## src/rtl/multicycle_control_unit.sv

```systemverilog
// Multi-cycle control FSM for the 8-bit CPU: sequences FETCH/DECODE/EXEC/MEM/WB,
// handshakes with fetch and data memory, and counts retired instructions.
module multicycle_control_unit #(
  parameter int OPCODE_W    = 4,
  parameter int ALU_OP_W    = 3,
  parameter int MEM_TIMEOUT = 16,
  parameter int CNT_W       = 16
) (
  input  logic                clk,
  input  logic                rst_n,
  input  logic                instr_valid,
  input  logic [OPCODE_W-1:0] opcode,
  input  logic                zero_flag,
  input  logic                mem_ready,
  output logic                fetch_req,
  output logic                ir_load,
  output logic [ALU_OP_W-1:0] alu_op,
  output logic                alu_src,
  output logic                reg_write,
  output logic                mem_read,
  output logic                mem_write,
  output logic                pc_write,
  output logic                pc_inc,
  output logic                illegal_op,
  output logic                mem_err,
  output logic                halted,
  output logic [CNT_W-1:0]    instr_count
);

  localparam int TMO_W = (MEM_TIMEOUT > 2) ? $clog2(MEM_TIMEOUT) : 1;
  localparam logic [TMO_W-1:0] TMO_LAST = TMO_W'(MEM_TIMEOUT - 1);

  localparam logic [3:0] OP_ADD   = 4'd0;
  localparam logic [3:0] OP_SUB   = 4'd1;
  localparam logic [3:0] OP_AND   = 4'd2;
  localparam logic [3:0] OP_OR    = 4'd3;
  localparam logic [3:0] OP_MOV   = 4'd4;
  localparam logic [3:0] OP_LOAD  = 4'd5;
  localparam logic [3:0] OP_STORE = 4'd6;
  localparam logic [3:0] OP_LI    = 4'd7;
  localparam logic [3:0] OP_JMP   = 4'd8;
  localparam logic [3:0] OP_BEQ   = 4'd9;
  localparam logic [3:0] OP_HALT  = 4'd15;

  typedef enum logic [2:0] {
    S_FETCH, S_DECODE, S_EXEC, S_MEM, S_WB, S_HALT
  } state_t;

  state_t              state_q, state_d;
  logic [OPCODE_W-1:0] op_q;
  logic [TMO_W-1:0]    tmo_q, tmo_d;
  logic [CNT_W-1:0]    count_q;
  logic [3:0]          op_low;
  logic                upper_zero;
  logic                legal;
  logic                retire;
  logic [2:0]          alu3;

  assign op_low     = op_q[3:0];
  assign upper_zero = ((op_q >> 4) == '0);
  assign legal      = upper_zero && !(op_low >= 4'd10 && op_low <= 4'd14);

  always_ff @(posedge clk or negedge rst_n) begin
    if (!rst_n) begin
      state_q <= S_FETCH;
      op_q    <= '0;
      tmo_q   <= '0;
      count_q <= '0;
    end else begin
      state_q <= state_d;
      tmo_q   <= tmo_d;
      if (state_q == S_FETCH && instr_valid)
        op_q <= opcode;
      if (retire)
        count_q <= count_q + CNT_W'(1);
    end
  end

  // Everything is gated by rst_n so all strobes drop the instant reset asserts.
  always_comb begin
    state_d    = state_q;
    tmo_d      = '0;
    retire     = 1'b0;
    alu3       = 3'b000;
    fetch_req  = 1'b0;
    ir_load    = 1'b0;
    alu_src    = 1'b0;
    reg_write  = 1'b0;
    mem_read   = 1'b0;
    mem_write  = 1'b0;
    pc_write   = 1'b0;
    pc_inc     = 1'b0;
    illegal_op = 1'b0;
    mem_err    = 1'b0;
    halted     = 1'b0;
    if (rst_n) begin
      case (state_q)
        S_FETCH: begin
          fetch_req = 1'b1;
          if (instr_valid) begin
            ir_load = 1'b1;
            state_d = S_DECODE;
          end
        end
        S_DECODE: state_d = S_EXEC;
        S_EXEC: begin
          if (!legal) begin
            illegal_op = 1'b1;
            pc_inc     = 1'b1;
            state_d    = S_FETCH;
          end else begin
            case (op_low)
              OP_ADD, OP_MOV: state_d = S_WB;
              OP_SUB: begin alu3 = 3'b001; state_d = S_WB; end
              OP_AND: begin alu3 = 3'b010; state_d = S_WB; end
              OP_OR:  begin alu3 = 3'b011; state_d = S_WB; end
              OP_LI:  begin alu_src = 1'b1; state_d = S_WB; end
              OP_LOAD, OP_STORE: begin alu_src = 1'b1; state_d = S_MEM; end
              OP_JMP: begin
                pc_write = 1'b1;
                retire   = 1'b1;
                state_d  = S_FETCH;
              end
              OP_BEQ: begin
                alu3     = 3'b001;
                pc_write = zero_flag;
                pc_inc   = !zero_flag;
                retire   = 1'b1;
                state_d  = S_FETCH;
              end
              OP_HALT: begin
                retire  = 1'b1;
                state_d = S_HALT;
              end
              default: state_d = S_FETCH;
            endcase
          end
        end
        // Ready on the final allowed cycle wins over the timeout.
        S_MEM: begin
          alu_src   = 1'b1;
          mem_read  = (op_low == OP_LOAD);
          mem_write = (op_low != OP_LOAD);
          if (mem_ready) begin
            if (op_low == OP_LOAD) begin
              state_d = S_WB;
            end else begin
              pc_inc  = 1'b1;
              retire  = 1'b1;
              state_d = S_FETCH;
            end
          end else if (tmo_q == TMO_LAST) begin
            mem_err = 1'b1;
            pc_inc  = 1'b1;
            state_d = S_FETCH;
          end else begin
            tmo_d = tmo_q + TMO_W'(1);
          end
        end
        S_WB: begin
          reg_write = 1'b1;
          pc_inc    = 1'b1;
          retire    = 1'b1;
          state_d   = S_FETCH;
        end
        S_HALT:  halted  = 1'b1;
        default: state_d = S_FETCH;
      endcase
    end
  end

  always_comb begin
    alu_op      = '0;
    alu_op[2:0] = alu3;
  end

  assign instr_count = count_q;

endmodule

```

## config.mk

```make
export PLATFORM = sky130hd
export DESIGN_NAME = multicycle_control_unit
export DESIGN_NICKNAME = d
export VERILOG_FILES = /design/src/rtl/multicycle_control_unit.sv
export SDC_FILE = /design/constraint.sdc
export NUM_CORES = 1
export LEC_CHECK = 0
export BUFFER_PORTS_ARGS = -buffer_cell sky130_fd_sc_hd__clkbuf_2
export CORE_UTILIZATION = 40
export DETAILED_ROUTE_END_ITERATION = 10
export MAX_ROUTING_LAYER = met4
export PLACE_DENSITY = 0.7
export SYNTH_ARGS = -nofsm -noshare
export SYNTH_HDL_FRONTEND = slang
export SYNTH_SLANG_ARGS = --single-unit
```

## constraint.sdc

```tcl
create_clock -name clk -period 1.65 [get_ports clk]
set_input_delay 0.495 -clock clk [delete_from_list [all_inputs] [get_ports clk]]
set_output_delay 0.495 -clock clk [all_outputs]
set_load 0.005 [all_outputs]
```

# Word level (Yosys, flattened, before mapping)
# Cells that the tools add are included.
# word_totals
ff_bits	27
inputBits	9
out_inout_bits	30
elab_cells	93
# op_classes
n_addsub	2
order_cmp	2
eq_ne	19
muxes	54
bitwise_logic	1
n_reduce_logical	11
# op_table
cell	count
$mux W1	35
$add A16 B1 Y16 const B	1
$eq A4 B3 Y1 const B	4
$eq A4 B4 Y1 const B	4
$mux W4	4
$mux W3	5
$pmux W3 S5	1
$pmux W3 S3	1
$eq A4 B2 Y1 const B	2
$eq A3 B2 Y1 const B	2
$eq A3 B3 Y1 const B	2
$mux W2	3
$pmux W1 S3	2
$pmux W2 S3	1
$reduce_or A3 Y1	2
$reduce_or A6 Y1	1
$add A4 B1 Y4 const B	1
$eq A4 B1 Y1 const B	1
$ge A4 B4 Y1 const B	1
$le A4 B4 Y1 const B	1
$logic_not A4 Y1	1
$ne A4 B3 Y1 const B	1
$pmux W1 S2	2
$reduce_and A4 Y1	1
other kinds (8)	10

# Depth between registers and ports, before layout
# depth
ltp_word	6
mapped_depth	7
depth_no_buf	6

# Least setup slack after synthesis
# No wires, ideal clock.
# synth_path
kind	register to output
startpoint	register tmo_q[0]
endpoint	output port pc_inc
arrival_time_ps	1289
required_time_ps	1155
setup_slack_ps	-134
path_stages_with_launch	7
path_buffers	0
cell_sequence	dfrtp_1 > ha_1 > a31oi_1 > a21oi_1 > and3_2 > nor3_1 > nor2_1
# synth_via
elab_chain_len	5
# synth_rtl
item	line_no	source
start, declared	51	logic [TMO_W-1:0] tmo_q, tmo_d;
start signal, assigned	71	tmo_q <= tmo_d;
$eq A4 B4 Y1	152	end else if (tmo_q == TMO_LAST) begin
$mux W1	152	
$mux W1	144	if (mem_ready) begin
$pmux W1 S3	97	case (state_q)
$mux W1	96	if (rst_n) begin
end, declared	23	output logic pc_inc,
# Every way passes these cells.

# Worst setup path after layout
# layout_path
startpoint	register op_q[3], in the netlist op_low[3]
endpoint	output port pc_inc
# layout_via
elab_chain_len	5
word_cells_on_any_way	11
# layout_rtl
item	line_no	source
start, declared	50	logic [OPCODE_W-1:0] op_q;
start signal, assigned	73	op_q <= opcode;
$ge A4 B4 Y1 (tied with other cells)	61	assign legal = upper_zero && !(op_low >= 4'd10 && op_low <= 4'd14);
$logic_and A1 B1 Y1 (tied with other cells)	61	
$mux W1 (on tied branches)	107, 144	
$pmux W1 S3 (*)	97	
$mux W1 (*)	96	
# Mark *: on every way between the ends. The rest lies on a longest branch, timed or not.

==> results.sh <==
export IMPL_synth_edf_count=0
export IMPL_cts_htree_levels=1
export IMPL_p_per_area_nw_per_um2=1320
export IMPL_violations="negative setup slack"
export IMPL_insertion_delay_ps=280
export IMPL_fin_crit_ps=2040
export IMPL_drt_iter0_drc=88
export IMPL_p_sw_share_pct=39.3
export IMPL_vias_per_cell=5.32
export IMPL_gp_congestion=0.896
export IMPL_finalWorstSetupSlack_ps=-386
export IMPL_root_buffer="clkbuf_8"
export IMPL_synth_simple_area_share_pct=30.0
export IMPL_met3_usage_pct=3.62
export IMPL_finalSetupViolCount=30
export IMPL_synth_flop_cell="dfrtp_1"
export IMPL_cts_buffer_depth=2
export IMPL_synth_most_common_cell="dfrtp_1"
export IMPL_syn_inst=174
export IMPL_grt_start_max_net_pins=18
export IMPL_p_sw_mw=1.36
export IMPL_fp_dieW_um=66.2
export IMPL_ys_seq_elements=27
export IMPL_die_area_sq_um=4390
export IMPL_internal_power_mw=2.11
export IMPL_drtPass1Iterations=4
export IMPL_crit_family="simple AND/OR/NAND/NOR gates"
export IMPL_clock_skew_ps=11.7
export IMPL_clk_pin_slew_ps=110
export IMPL_p_clk_share_pct=11.6
export IMPL_grt_pass1_wl_um=6930
export IMPL_nNetsFinal=275
export IMPL_cts_tree="yes"
export IMPL_cap_violations=0
export IMPL_ir_worst_vdd_uv=816
export IMPL_num_vias=1653
export IMPL_hold_class="in2async"
export IMPL_dp_hpwl_um=2980
export IMPL_dp_cells=290
export IMPL_worst_path_buf_inv=1
export IMPL_ys_top_cells_by_count="27 x dfrtp_1, 15 x and3_1, 15 x xnor2_1"
export IMPL_synth_cell_types=46
export IMPL_rows=22
export IMPL_yosys_mux_area_fraction_pct=2.73
export IMPL_track_usage_pct=21.7
export IMPL_netlist_area_leader_share_pct=40.9
export IMPL_netlist_area_sq_um=1650
export IMPL_worstPathMaxFanout=3
export IMPL_antenna_left=0
export IMPL_holdBufCountCts=0
export IMPL_num_fill_cells=284
export IMPL_required_ps=1150
export IMPL_p_leak_nw=1.24
export IMPL_yosys_area_share_adder_pct=1.52
export IMPL_clkSinkCount=27
export IMPL_grt_pass1_vias=1500
export IMPL_critPathArrivalTime_ps=1540
export IMPL_boundaryPins=39
export IMPL_crit_type="reg2out"
export IMPL_utilization_pct=69.3
export IMPL_p_comb_share_pct=61.9
export IMPL_critPathMaxStageDelay_ps=420
export IMPL_grt_use_met2_pct=35.5
export IMPL_final_cell_count_no_fill=311
export IMPL_busiest_layer="met2"
export IMPL_initial_core_util_pct=43.4
export IMPL_ys_async_sr_fraction_pct=100
export IMPL_synth_compound_area_share_pct=9.55
export IMPL_regArea_sq_um=679
export IMPL_detail_route_wl_per_cell_um=15.0
export IMPL_netlist_top_cells_area="dfrtp_1 41%, xnor2_1 8.0%, and3_1 5.7%, nand3_1 4.2%, nor2_1 3.0%"
export IMPL_num_antenna_cells=0
export IMPL_wl_um=4680
export IMPL_post_route_period_util_pct=123
export IMPL_cp_slowest_cell="dfrtp_1"
export IMPL_syn_nets=185
export IMPL_syn_to_final_growth_pct=59.6
export IMPL_cp_start_kind="register"
export IMPL_pre_cts_slack_ps=-177
export IMPL_status="finished, violations left"
export IMPL_synth_xor_xnor_area_share_pct=9.02
export IMPL_rsz0062_at_grt="yes"
export IMPL_synth_avg_cell_area_sq_um=9.48
export IMPL_yosysSeqAreaShare_pct=40.9
export IMPL_drv_slew=0
export IMPL_synth_top_area_cell="dfrtp_1"
export IMPL_multi_input_area_sq_um=1100
export IMPL_cts_made_buffers=3
export IMPL_core_area_sq_um=3800
export IMPL_fmax_ghz=0.491
export IMPL_antenna_found_initial=0
export IMPL_seqPwrFrac_pct=26.6
export IMPL_met1_usage_pct=28.4
export IMPL_yosysWarnings=0
export IMPL_drive_above_1_share_pct=58.9
export IMPL_overflow=0
export IMPL_portBuffers=37
export IMPL_endpoint_kind="primary output"
export IMPL_synth_top_family_by_area="simple AND/OR/NAND/NOR gates"
export IMPL_dieHeight_um=66.2
export IMPL_cp_cell_sequence="and4bb_2 -> a21oi_2 -> and3_4 -> nor3_2 -> nor2_1 -> clkbuf_2"
export IMPL_hold_viol=0
export IMPL_drc=0
[repair_timing]
| action | in CTS | in global routing |
|---|---|---|
| buffers inserted | 7 | 13 |
| endpoints found under the setup margin | 21 | 28 |
| gates resized for setup | 24 | 47 |
| pin swaps | 16 | 19 |
| gates cloned | 1 | 0 |
| hold endpoints to repair | 0 | 0 |
[final timing paths]
kind	from	cells past startpoint	end	slack (ps)
max in group asynchronous	rst_n	3	state_q[1]$_DFFE_PN0P_	1010
min	rst_n	1	state_q[0]$_DFFE_PN0P_	30
max reg2reg	state_q[0]$_DFFE_PN0P_	9	instr_count[1]$_DFFE_PN0P_	-190
min in group clk	opcode[2]	3	op_low[2]$_DFFE_PN0P_	420
min reg2reg	instr_count[15]$_DFFE_PN0P_	1	instr_count[15]$_DFFE_PN0P_	470
max	op_low[3]$_DFFE_PN0P_	6	pc_inc	-390
[layer usage]
metal / part of all wire [%] / routed length (um)
met3: 4.1 / 191
met4: 1.5 / 68
met1: 44 / 2060
met2: 50 / 2350
met5: 0 / 0
[power groups by stage]
stage                     combinational, mW  sequential (mW)  clock [mW]
final                                  2.15            0.922       0.401
after global routing                   2.29            0.936       0.436
after CTS                              1.59            0.912       0.409
after detailed placement               1.35            0.918           0
after global placement                 1.34            0.915           0
after floorplan                       0.838            0.870           0
[sequential cells by signal (all words and copies together) (netlist names)]
| signal | cells |
|---|---|
| state_q | 3 |
| tmo_q | 4 |
| op_low | 4 |
| instr_count | 16 |
[cell families (layout without fill, tap and decap cells)]
family | count (synthesis) | after routing
AO/OA/AOI/OAI | 23 | 23
XOR/XNOR | 17 | 17
adder cells (fa/ha/maj) | 2 | 2
buffers and inverters | 17 | 106
flip-flops | 27 | 27
multiplexers | 4 | 4
other | 1 | 1
AND/OR/NAND/NOR | 83 | 83
[layout make-up]
cell class	instances	share of cell area (%)
multi-input cells	130	41.8
repair buffers	96	27.2
flip-flops and latches	27	25.8
well taps	48	2.28
clock buffers	3	1.57
inverters	6	1.05
clock inverters	1	0.285
[metrics by stage]
step | TNS [ps] | hold slack, ps | power, mW | cell area (sq um)
6_report | -6230 | 32.1 | 3.47 | 2630
5_1_grt | -8050 | 31.6 | 3.66 | 2630
4_1_cts | -3440 | 16.1 | 2.91 | 2340
3_5_place_dp | -991 | 319 | 2.27 | 2160
3_3_place_gp | -968 | 318 | 2.25 | 2160
2_1_floorplan | -46.2 | 199 | 1.71 | 1680
[layout by cell type, fill, tap and decap left out, types with 2 or more instances in the layout]
cell type / count
buf_4: 42
clkbuf_2: 31
dfrtp_1: 24
buf_6: 17
xnor2_1: 13
and3_1: 12
nand2_1: 10
nand3_2: 9
nor2_1: 9
o21ai_0: 6
nand4_1: 5
and3_4: 4
buf_2: 4
inv_1: 3
nand3_1: 3
nor2_4: 3
a21oi_1: 3
nor2_2: 3
nor3_2: 3
mux2_2: 3
and4_1: 3
clkbuf_8: 3
dfrtp_2: 3
nor2b_4: 2
nand3_4: 2
nor3b_2: 2
a21oi_2: 2
inv_4: 2
nand2_4: 2
xnor2_2: 2
xor2_1: 2
(Power assumes the default switching activity.)
